$ cat config.mk
export PLATFORM = sky130hd
export DESIGN_NAME = line_buffer_ctrl_flat
export DESIGN_NICKNAME = d
export VERILOG_FILES = /design/src/rtl/line_buffer_ctrl_pkg.sv /design/src/rtl/line_buffer_ctrl_if.sv /design/src/rtl/line_buffer_ctrl_plus_1.sv /design/src/rtl/line_buffer_ctrl.sv /design/src/flat_wrapper.sv
export SDC_FILE = /design/constraint.sdc
export NUM_CORES = 1
export LEC_CHECK = 0
export ABC_AREA = 1
export BUFFER_PORTS_ARGS = -buffer_cell sky130_fd_sc_hd__buf_2
export CORE_MARGIN = 4
export CORE_UTILIZATION = 50
export DETAILED_ROUTE_END_ITERATION = 16
export PLACE_DENSITY = 0.66
export SYNTH_ARGS = -nofsm -noshare
export SYNTH_HDL_FRONTEND = slang
export SYNTH_SLANG_ARGS = --single-unit
$ cat constraint.sdc
create_clock -name clk -period 1.5 [get_ports clk]
set_clock_uncertainty 0.05 [all_clocks]
set_input_delay 0.15 -clock clk [delete_from_list [all_inputs] [get_ports clk]]
set_output_delay 0.15 -clock clk [all_outputs]
set_load 0.02 [all_outputs]
$ cat src/rtl/line_buffer_ctrl_pkg.sv
// Shared definitions for the line-buffer sequencer: FSM state encoding and
// the helper that sizes the fill/flush counters from the line length.
package line_buffer_ctrl_pkg;

    typedef enum logic [2:0] {
        S_IDLE      = 3'd0,
        S_FILL      = 3'd1,
        S_STREAM    = 3'd2,
        S_FLUSH     = 3'd3,
        S_DONE_WAIT = 3'd4
    } state_t;

    localparam int LBC_DEPTH_DEF = 1024;

    // Counters must be able to hold the value DEPTH itself, not just DEPTH-1.
    function automatic int lbc_cnt_w(input int depth);
        return $clog2(depth + 1);
    endfunction

endpackage

$ cat src/rtl/line_buffer_ctrl_if.sv
// Handshake bundle between the pixel source/sink and the line-buffer sequencer.
interface line_buffer_ctrl_if;

    logic start_i;
    logic valid_i;
    logic last_i;
    logic wr_en_o;
    logic rd_en_o;
    logic valid_o;
    logic busy_o;
    logic done_o;

    modport master (
        output start_i, valid_i, last_i,
        input  wr_en_o, rd_en_o, valid_o, busy_o, done_o
    );

    modport slave (
        input  start_i, valid_i, last_i,
        output wr_en_o, rd_en_o, valid_o, busy_o, done_o
    );

endinterface

$ cat src/rtl/line_buffer_ctrl_plus_1.sv
// Plain WIDTH-bit incrementer; wraps on overflow.
module line_buffer_ctrl_plus_1 #(
    parameter int WIDTH = 11
) (
    input  logic [WIDTH-1:0] i_a,
    output logic [WIDTH-1:0] o_y
);

    assign o_y = i_a + WIDTH'(1);

endmodule

$ cat src/rtl/line_buffer_ctrl.sv
// Sequencer that drives a line_buffer_datapath as a DEPTH-pixel line delay,
// covering initial fill, streaming with stalls and end-of-frame flush.
module line_buffer_ctrl
    import line_buffer_ctrl_pkg::*;
#(
    parameter int DEPTH = LBC_DEPTH_DEF,
    parameter int CNT_W = lbc_cnt_w(DEPTH)
) (
    input  logic               clk,
    input  logic               rst_n,
    line_buffer_ctrl_if.slave  bus
);

    state_t             r_state;
    state_t             w_state_nxt;
    logic [CNT_W-1:0]   r_fill_cnt;
    logic [CNT_W-1:0]   w_fill_nxt;
    logic [CNT_W-1:0]   w_fill_inc;
    logic [CNT_W-1:0]   r_flush_cnt;
    logic [CNT_W-1:0]   w_flush_nxt;
    logic               w_wr_en;
    logic               w_rd_en;
    logic               r_valid;

    line_buffer_ctrl_plus_1 #(
        .WIDTH (CNT_W)
    ) u_fill_inc (
        .i_a (r_fill_cnt),
        .o_y (w_fill_inc)
    );

    always_ff @(posedge clk or negedge rst_n) begin
        if (!rst_n) begin
            r_state     <= S_IDLE;
            r_fill_cnt  <= '0;
            r_flush_cnt <= '0;
            r_valid     <= 1'b0;
        end else begin
            r_state     <= w_state_nxt;
            r_fill_cnt  <= w_fill_nxt;
            r_flush_cnt <= w_flush_nxt;
            r_valid     <= w_rd_en;
        end
    end

    always_comb begin
        w_state_nxt = r_state;
        w_fill_nxt  = r_fill_cnt;
        w_flush_nxt = r_flush_cnt;
        w_wr_en     = 1'b0;
        w_rd_en     = 1'b0;
        case (r_state)
            S_IDLE: begin
                if (bus.start_i) begin
                    w_state_nxt = S_FILL;
                    w_fill_nxt  = '0;
                end
            end
            S_FILL: begin
                w_wr_en = bus.valid_i;
                if (bus.valid_i) begin
                    w_fill_nxt = w_fill_inc;
                    // A frame that ends before the line is full flushes only what it wrote.
                    if (bus.last_i) begin
                        w_state_nxt = S_FLUSH;
                        w_flush_nxt = w_fill_inc;
                    end else if (w_fill_inc == CNT_W'(DEPTH)) begin
                        w_state_nxt = S_STREAM;
                    end
                end
            end
            S_STREAM: begin
                w_wr_en = bus.valid_i;
                w_rd_en = bus.valid_i;
                if (bus.valid_i && bus.last_i) begin
                    w_state_nxt = S_FLUSH;
                    w_flush_nxt = CNT_W'(DEPTH);
                end
            end
            S_FLUSH: begin
                w_rd_en     = 1'b1;
                w_flush_nxt = r_flush_cnt - CNT_W'(1);
                if (r_flush_cnt == CNT_W'(1)) begin
                    w_state_nxt = S_DONE_WAIT;
                end
            end
            S_DONE_WAIT: begin
                w_state_nxt = S_IDLE;
            end
            default: begin
                w_state_nxt = S_IDLE;
            end
        endcase
    end

    assign bus.wr_en_o = w_wr_en;
    assign bus.rd_en_o = w_rd_en;
    assign bus.valid_o = r_valid;
    assign bus.busy_o  = (r_state != S_IDLE);
    assign bus.done_o  = (r_state == S_DONE_WAIT);

endmodule

$ cat src/flat_wrapper.sv
// flat-port wrapper written by rule: the top's interface ports become plain ports
module line_buffer_ctrl_flat import line_buffer_ctrl_pkg::*;
#(
    parameter int DEPTH = LBC_DEPTH_DEF,
    parameter int CNT_W = lbc_cnt_w(DEPTH)
)
  (clk, rst_n, bus_start_i, bus_valid_i, bus_last_i, bus_wr_en_o, bus_rd_en_o, bus_valid_o, bus_busy_o, bus_done_o);
  line_buffer_ctrl_if bus_i ();
  input  logic clk;
  input  logic rst_n;
  input wire logic [$bits(bus_i.start_i)-1:0] bus_start_i;
  input wire logic [$bits(bus_i.valid_i)-1:0] bus_valid_i;
  input wire logic [$bits(bus_i.last_i)-1:0] bus_last_i;
  output wire logic [$bits(bus_i.wr_en_o)-1:0] bus_wr_en_o;
  output wire logic [$bits(bus_i.rd_en_o)-1:0] bus_rd_en_o;
  output wire logic [$bits(bus_i.valid_o)-1:0] bus_valid_o;
  output wire logic [$bits(bus_i.busy_o)-1:0] bus_busy_o;
  output wire logic [$bits(bus_i.done_o)-1:0] bus_done_o;
  assign bus_i.start_i = bus_start_i;
  assign bus_i.valid_i = bus_valid_i;
  assign bus_i.last_i = bus_last_i;
  assign bus_wr_en_o = bus_i.wr_en_o;
  assign bus_rd_en_o = bus_i.rd_en_o;
  assign bus_valid_o = bus_i.valid_o;
  assign bus_busy_o = bus_i.busy_o;
  assign bus_done_o = bus_i.done_o;
  line_buffer_ctrl #(.DEPTH(DEPTH), .CNT_W(CNT_W)) u_core (.clk(clk), .rst_n(rst_n), .bus(bus_i));
endmodule
==> run summary, run 1 <==
First-pass GRT wire length = 7831 um
Placed cell area = 2062 um2
CTS H-tree depth = 1
Synth Instances = 229
CP peak stage delay = 0.48 ns
Final hold violation count = 0
DRC viols = 0
Max IR drop VDD = 1604 uV
CP Class = reg2reg
Reg clk slew, reported paths = 0.16 ns
Number of global-route vias before repair = 1751
Netlist cell types = 25
Crit Path Max Fanout = 5
Post-route ant nets = 0
Via density = 6.020
FMAX = 0.5683 GHz
Initial core utilization = 0.5298
Filler Cell Count = 171
Cell area after synthesis = 1644 um2
Pin count of the biggest net entering global routing = 27
DR iter-0 viols = 227
Vias = 2089
Most common cell after layout, fill and taps aside = nand2_1
CP Data Required Time = 1.69 ns
Row count = 20
Syn Nets = 237
Fin util = 0.8540
RSZ-0062 raised after global routing = yes
TritonCTS clock tree = yes
Clk Latency, worst-skew pair = 0.33 ns
Layout cells sized above 1 = 0.4818
Clock buffer count from CTS = 3
Die ar. = 4269 um2
CP Capture Type = flop
Seq. cell area = 655.6 um2
Global-route usage over all layers = 0.2328
Maximum clock path buffer count = 2
Worst Hold Class = in2reg
Failing checks = setup timing
Max stage delay cell, worst path = dfrtp_2
WL/cell = 18.38 um
Dpl hpwl = 3470 um
Count of final setup violators = 25
Arrival time of the worst setup path = 1.95 ns
Design Area, Final = 2650 um2
Ant diodes = 0
#FFs+latches synth = 26
Final Critical Period = 1.759 ns
Clock Sink Count = 26
Setup slack after layout = -0.2595 ns
Die H = 65.34 um
Pins Over Slew Limit = 0
DRT Pass-1 Iters = 5
Mean Syn Cell Area = 7.179 um2
Ys Warns = 0
Kind of start point of the critical path = flop
CORE AREA = 3103 um2
Status = finished with violations
CP most frequent cell = nand2_1
Final WL = 6378 um
Worst slew pin tran = 0.6068 ns
Port Buffers = 9
Routability cong. = 0.9410
Maxcap violations = 0
Initial antenna violation count = 0
Slew headroom = 0.5955
Root buffer cell = clkbuf_4
Leading cell types in the layout, fill and taps excluded = nand2_1 (48), buf_4 (47), inv_1 (23), dfrtp_1 (22), buf_6 (15)
PwrDens = 2373 nW/um2
Grt total ovfl = 0
Seq/Total Area, Yosys = 0.3957
Layout area overhead = 61.19%
I/O pin total = 10
Die width = 65.34 um
P_leak = 1.224 nW
Crit-path cells = ha_4 > nand2_4 > inv_2 > nand3_1 > nand2_1 > inv_2 > nand2_1 > nor2_1 > nand3_1 > nand2_2 > nand2_4 > nand2_1 > nand2_1
Final period util = 1.173
Nets = 312
Multi-input gate area = 1162 um2
Hold Slack = 0.1971 ns
state kept, by name, summed over array words and instances, names as in the netlist:
signal	flops
u_core.r_flush_cnt	11
u_core.bus.valid_o	1
u_core.r_state	3
u_core.r_fill_cnt	11
final timing paths:
check | startpoint | end | slack [ns] | cells past startpoint
worst max-delay path | u_core.r_fill_cnt[1] | u_core.r_state[0] | -0.26 | 13
worst min-delay path | bus_last_i | u_core.r_state[0] | 0.20 | 5
worst max register to register | u_core.r_fill_cnt[1] | u_core.r_state[0] | -0.26 | 13
worst min register to register | u_core.r_flush_cnt[10] | u_core.r_flush_cnt[10] | 0.53 | 2
max in group asynchronous | rst_n | u_core.r_fill_cnt[0] | 0.68 | 2
min in group asynchronous | rst_n | u_core.bus.valid_o | 0.30 | 2
Yosys cell counts:
cell	count	area [um2]
a21oi_1	10	50.05
a31oi_1	1	6.260
a31oi_2	1	12.51
buf_2	1	5.000
buf_6	1	11.26
dfrtp_1	26	650.6
ha_1	3	37.54
inv_1	30	112.6
inv_2	4	15.01
nand2_1	54	202.7
nand2_2	4	25.02
nand3_1	18	90.09
nand3_2	1	10.01
nand3_4	1	17.52
nand3b_1	1	7.510
nand4_1	4	25.02
nor2_1	22	82.58
nor2_4	1	11.26
nor3_1	7	35.03
o21ai_0	15	75.07
o21ai_1	7	35.03
o21ai_4	1	16.27
o22ai_1	12	75.07
xnor2_1	1	8.760
xor2_1	3	26.28
power breakdown:
part | internal, mW | switching, mW
Clock | 0.270 | 0.235
Sequential | 0.934 | 0.202
Combinational | 2.09 | 2.56
worst max-delay path, delay by kind of cell (launching register included):
family                   cells  cell delay (ns)
AND/OR/NAND/NOR             10             0.83
flip-flops                   1             0.48
adder cells (fa/ha/maj)      1             0.18
buffers and inverters        2             0.12
metrics by stage:
step | setup TNS [ns] | cells | worst slack, ns | total power, mW
after floorplan | -0.03616 | 229 | -0.01893 | 2.810
after global placement | -0.1331 | 323 | -0.05886 | 3.809
after detailed placement | -0.5234 | 323 | -0.1375 | 3.923
after CTS | -0.8996 | 333 | -0.1626 | 4.816
after global routing | -3.789 | 347 | -0.3594 | 6.600
final | -2.014 | 347 | -0.2595 | 6.288
what timing repair did:
action,4_1_cts,5_1_grt
resized for setup,26,77
pin swaps,9,24
cloned,1,2
hold endpoints to repair,26,0
setup endpoints to repair,14,29
hold buffers,1,0
buffers inserted,4,13
cell type report:
type	count	area share
Timing Repair inverter	1	0.002833
Clock inverter	1	0.01133
Clock buffer	3	0.008499
Tap cell	44	0.02077
Inverter	34	0.05288
Timing Repair Buffer	70	0.2177
Sequential cell	26	0.2474
Multi-Input combinational cell	168	0.4386
logic make-up (layout without fill, tap and decap cells):
kind of cell / Yosys count / after routing / share of synthesized area
compound gates: 47 / 47 / 0.1644
xor+xnor: 4 / 4 / 0.02131
fa+ha+maj: 3 / 3 / 0.02283
buf+inv: 36 / 109 / 0.08751
flops: 26 / 26 / 0.3957
simple gates: 113 / 114 / 0.3082
metal layers:
| layer | share of wire | track usage | up-vias |
|---|---|---|---|
| met5 | 0 | 0 | - |
| met1 | 0.39 | 0.2996 | 1000 |
| met4 | 0.042 | 0.06218 | 0 |
| met3 | 0.075 | 0.03248 | 32 |
| li1 | - | - | 910 |
| met2 | 0.49 | 0.4071 | 147 |
Power figures use the tool's default switching activity.
==> inputs of run 2 (changes only) <==
BUFFER_PORTS_ARGS = -buffer_cell sky130_fd_sc_hd__clkbuf_2   (was -buffer_cell sky130_fd_sc_hd__buf_2)
PLACE_DENSITY = 0.64   (was 0.66)
TNS_END_PERCENT = 50   (was default)
clock period = 1.7 ns   (was 1.5 ns; I/O delays follow)
==> run 2 against run 1 <==
Compared with the run above: total power down 41%; clock power down 37%; first-iteration DRC count down 19%; the flow still finishes with violations (setup timing); global-route usage down 2.5 points; sequential cell count unchanged; largest cell class unchanged; cell count down 12%.
==> run summary, run 2 (synthesized netlist as in run 1, its figures left out) <==
Fin util = 0.6548 (was 0.8540)
CP Capture Type = flop (unchanged)
WL/cell = 13.95 um (was 18.38 um)
Final hold violation count = 0 (unchanged)
Kind of start point of the critical path = flop (unchanged)
Worst slew pin tran = 0.6672 ns (was 0.6068 ns)
Setup slack after layout = -0.02458 ns (was -0.2595 ns)
First-pass GRT wire length = 6996 um (was 7831 um)
Largest regs = u_core.r_fill_cnt: 11 flops, u_core.r_flush_cnt: 11 flops, u_core.r_state: 3 flops (unchanged)
Number of global-route vias before repair = 1585 (was 1751)
Clk Latency, worst-skew pair = 0.32 ns (was 0.33 ns)
Grt total ovfl = 0 (unchanged)
Final period util = 1.014 (was 1.173)
Via density = 5.367 (was 6.020)
Initial core utilization = 0.5298 (unchanged)
Final WL = 4255 um (was 6378 um)
Row count = 20 (unchanged)
Leading cell types in the layout, fill and taps excluded = nand2_1 (49), inv_1 (27), dfrtp_1 (22), buf_4 (19), nor2_1 (18) (was nand2_1 (48), buf_4 (47), inv_1 (23), dfrtp_1 (22), buf_6 (15))
CORE AREA = 3103 um2 (unchanged)
Reg clk slew, reported paths = 0.15 ns (was 0.16 ns)
Slew headroom = 0.5552 (was 0.5955)
Filler Cell Count = 284 (was 171)
FMAX = 0.5799 GHz (was 0.5683 GHz)
P_leak = 0.9657 nW (was 1.224 nW)
HP Start = bus_valid_i (was bus_last_i)
Critical Path Source = u_core.r_fill_cnt[1] (unchanged)
I/O pin total = 10 (unchanged)
Routability cong. = 0.9310 (was 0.9410)
Multi-input gate area = 939.7 um2 (was 1162 um2)
Layout area overhead = 23.59% (was 61.19%)
TritonCTS clock tree = yes (unchanged)
Status = finished with violations (unchanged)
Source of the worst register-to-register timing path = u_core.r_fill_cnt[1] (unchanged)
Crit Path Max Fanout = 4 (was 5)
Ant diodes = 0 (unchanged)
Maxcap violations = 0 (unchanged)
Seq. cell area = 655.6 um2 (unchanged)
CP Class = reg2reg (unchanged)
Setup_tns = -0.03141 ns (was -2.014 ns)
CP Data Required Time = 1.86 ns (was 1.69 ns)
DRT Pass-1 Iters = 4 (was 5)
Initial antenna violation count = 0 (unchanged)
Root buffer cell = clkbuf_4 (unchanged)
Final Critical Period = 1.725 ns (was 1.759 ns)
Clock Sink Count = 26 (unchanged)
Die width = 65.34 um (unchanged)
RSZ-0062 raised after global routing = yes (unchanged)
Vias = 1637 (was 2089)
DRC viols = 0 (unchanged)
Most common cell after layout, fill and taps aside = nand2_1 (unchanged)
Worst Hold Class = in2reg (unchanged)
Max IR drop VDD = 1199 uV (was 1604 uV)
DR iter-0 viols = 184 (was 227)
Maximum clock path buffer count = 2 (unchanged)
Port Buffers = 9 (unchanged)
Die H = 65.34 um (unchanged)
Clock buffer count from CTS = 3 (unchanged)
Global-route usage over all layers = 0.2080 (was 0.2328)
Pin count of the biggest net entering global routing = 27 (unchanged)
Post-route ant nets = 0 (unchanged)
Pins Over Slew Limit = 0 (unchanged)
Nets = 270 (was 312)
Layout cells sized above 1 = 0.2759 (was 0.4818)
Total power = 3.699 mW (was 6.288 mW)
CTS H-tree depth = 1 (unchanged)
Dpl hpwl = 3135 um (was 3470 um)
Hold Slack = 0.1316 ns (was 0.1971 ns)
Arrival time of the worst setup path = 1.89 ns (was 1.95 ns)
Failing checks = setup timing (unchanged)
PwrDens = 1820 nW/um2 (was 2373 nW/um2)
Die ar. = 4269 um2 (unchanged)
Count of final setup violators = 2 (was 25)
-- run 2: worst max-delay path, cell delays in order, from the launching register on --
cell and delay [ns]:
dfrtp_1 0.44, buf_6 0.14, nand3_2 0.09, nand2_1 0.10, nand2_2 0.09, nor2_1 0.12
nand2_1 0.06, nor2_1 0.10, nand3_1 0.12, nand2_2 0.11, nand2_2 0.07, nand2_1 0.06
nand2_1 0.06
-- run 2: routing by layer --
layer / up-vias / wire length [um] / track usage
li1: 822 / - / -
met1: 765 / 1913 / 0.2704
met2: 44 / 2117 / 0.3616
met3: 6 / 163 / 0.02393
met4: 0 / 60 / 0.06218
met5: - / 0 / 0
-- run 2: report_power, final --
part           internal, mW  total, mW  leakage, nW  switching (mW)
Combinational         0.937       2.36        0.602            1.42
Sequential            0.822       1.03        0.343           0.203
Clock                 0.131      0.316       0.0210           0.185
-- run 2: final cells by class --
type,instances,share of cell area
sequential,26,0.3227
clock buffer,4,0.01786
multi-input combinational,167,0.4624
tap,44,0.02709
inverter,34,0.06404
timing repair buffer,30,0.1059
-- run 2: final timing paths --
check | cells past startpoint | slack [ns] | end
max reg2reg | 12 | -0.02 | u_core.r_state[0]
min | 3 | 0.13 | u_core.bus.valid_o
min reg2reg | 2 | 0.52 | u_core.r_flush_cnt[10]
max in group asynchronous | 2 | 0.77 | u_core.r_state[0]
min in group asynchronous | 2 | 0.34 | u_core.r_fill_cnt[0]
max | 12 | -0.02 | u_core.r_state[0]
-- run 2: timing repair --
action                     CTS  global route
hold buffers                 1             0
setup buffers                2             5
resized for setup            3            33
pin swaps                    0            12
setup endpoints to repair    4            19
hold endpoints to repair    26             0
-- run 2: stage by stage --
stage,setup slack (ns),instances,instance area (um2)
3_5_place_dp,-0.001604,293,1826
4_1_cts,0.0003317,300,1893
5_1_grt,-0.1455,305,2032
6_report,-0.02458,305,2032
3_3_place_gp,0.04840,293,1826
2_1_floorplan,0.1028,229,1644
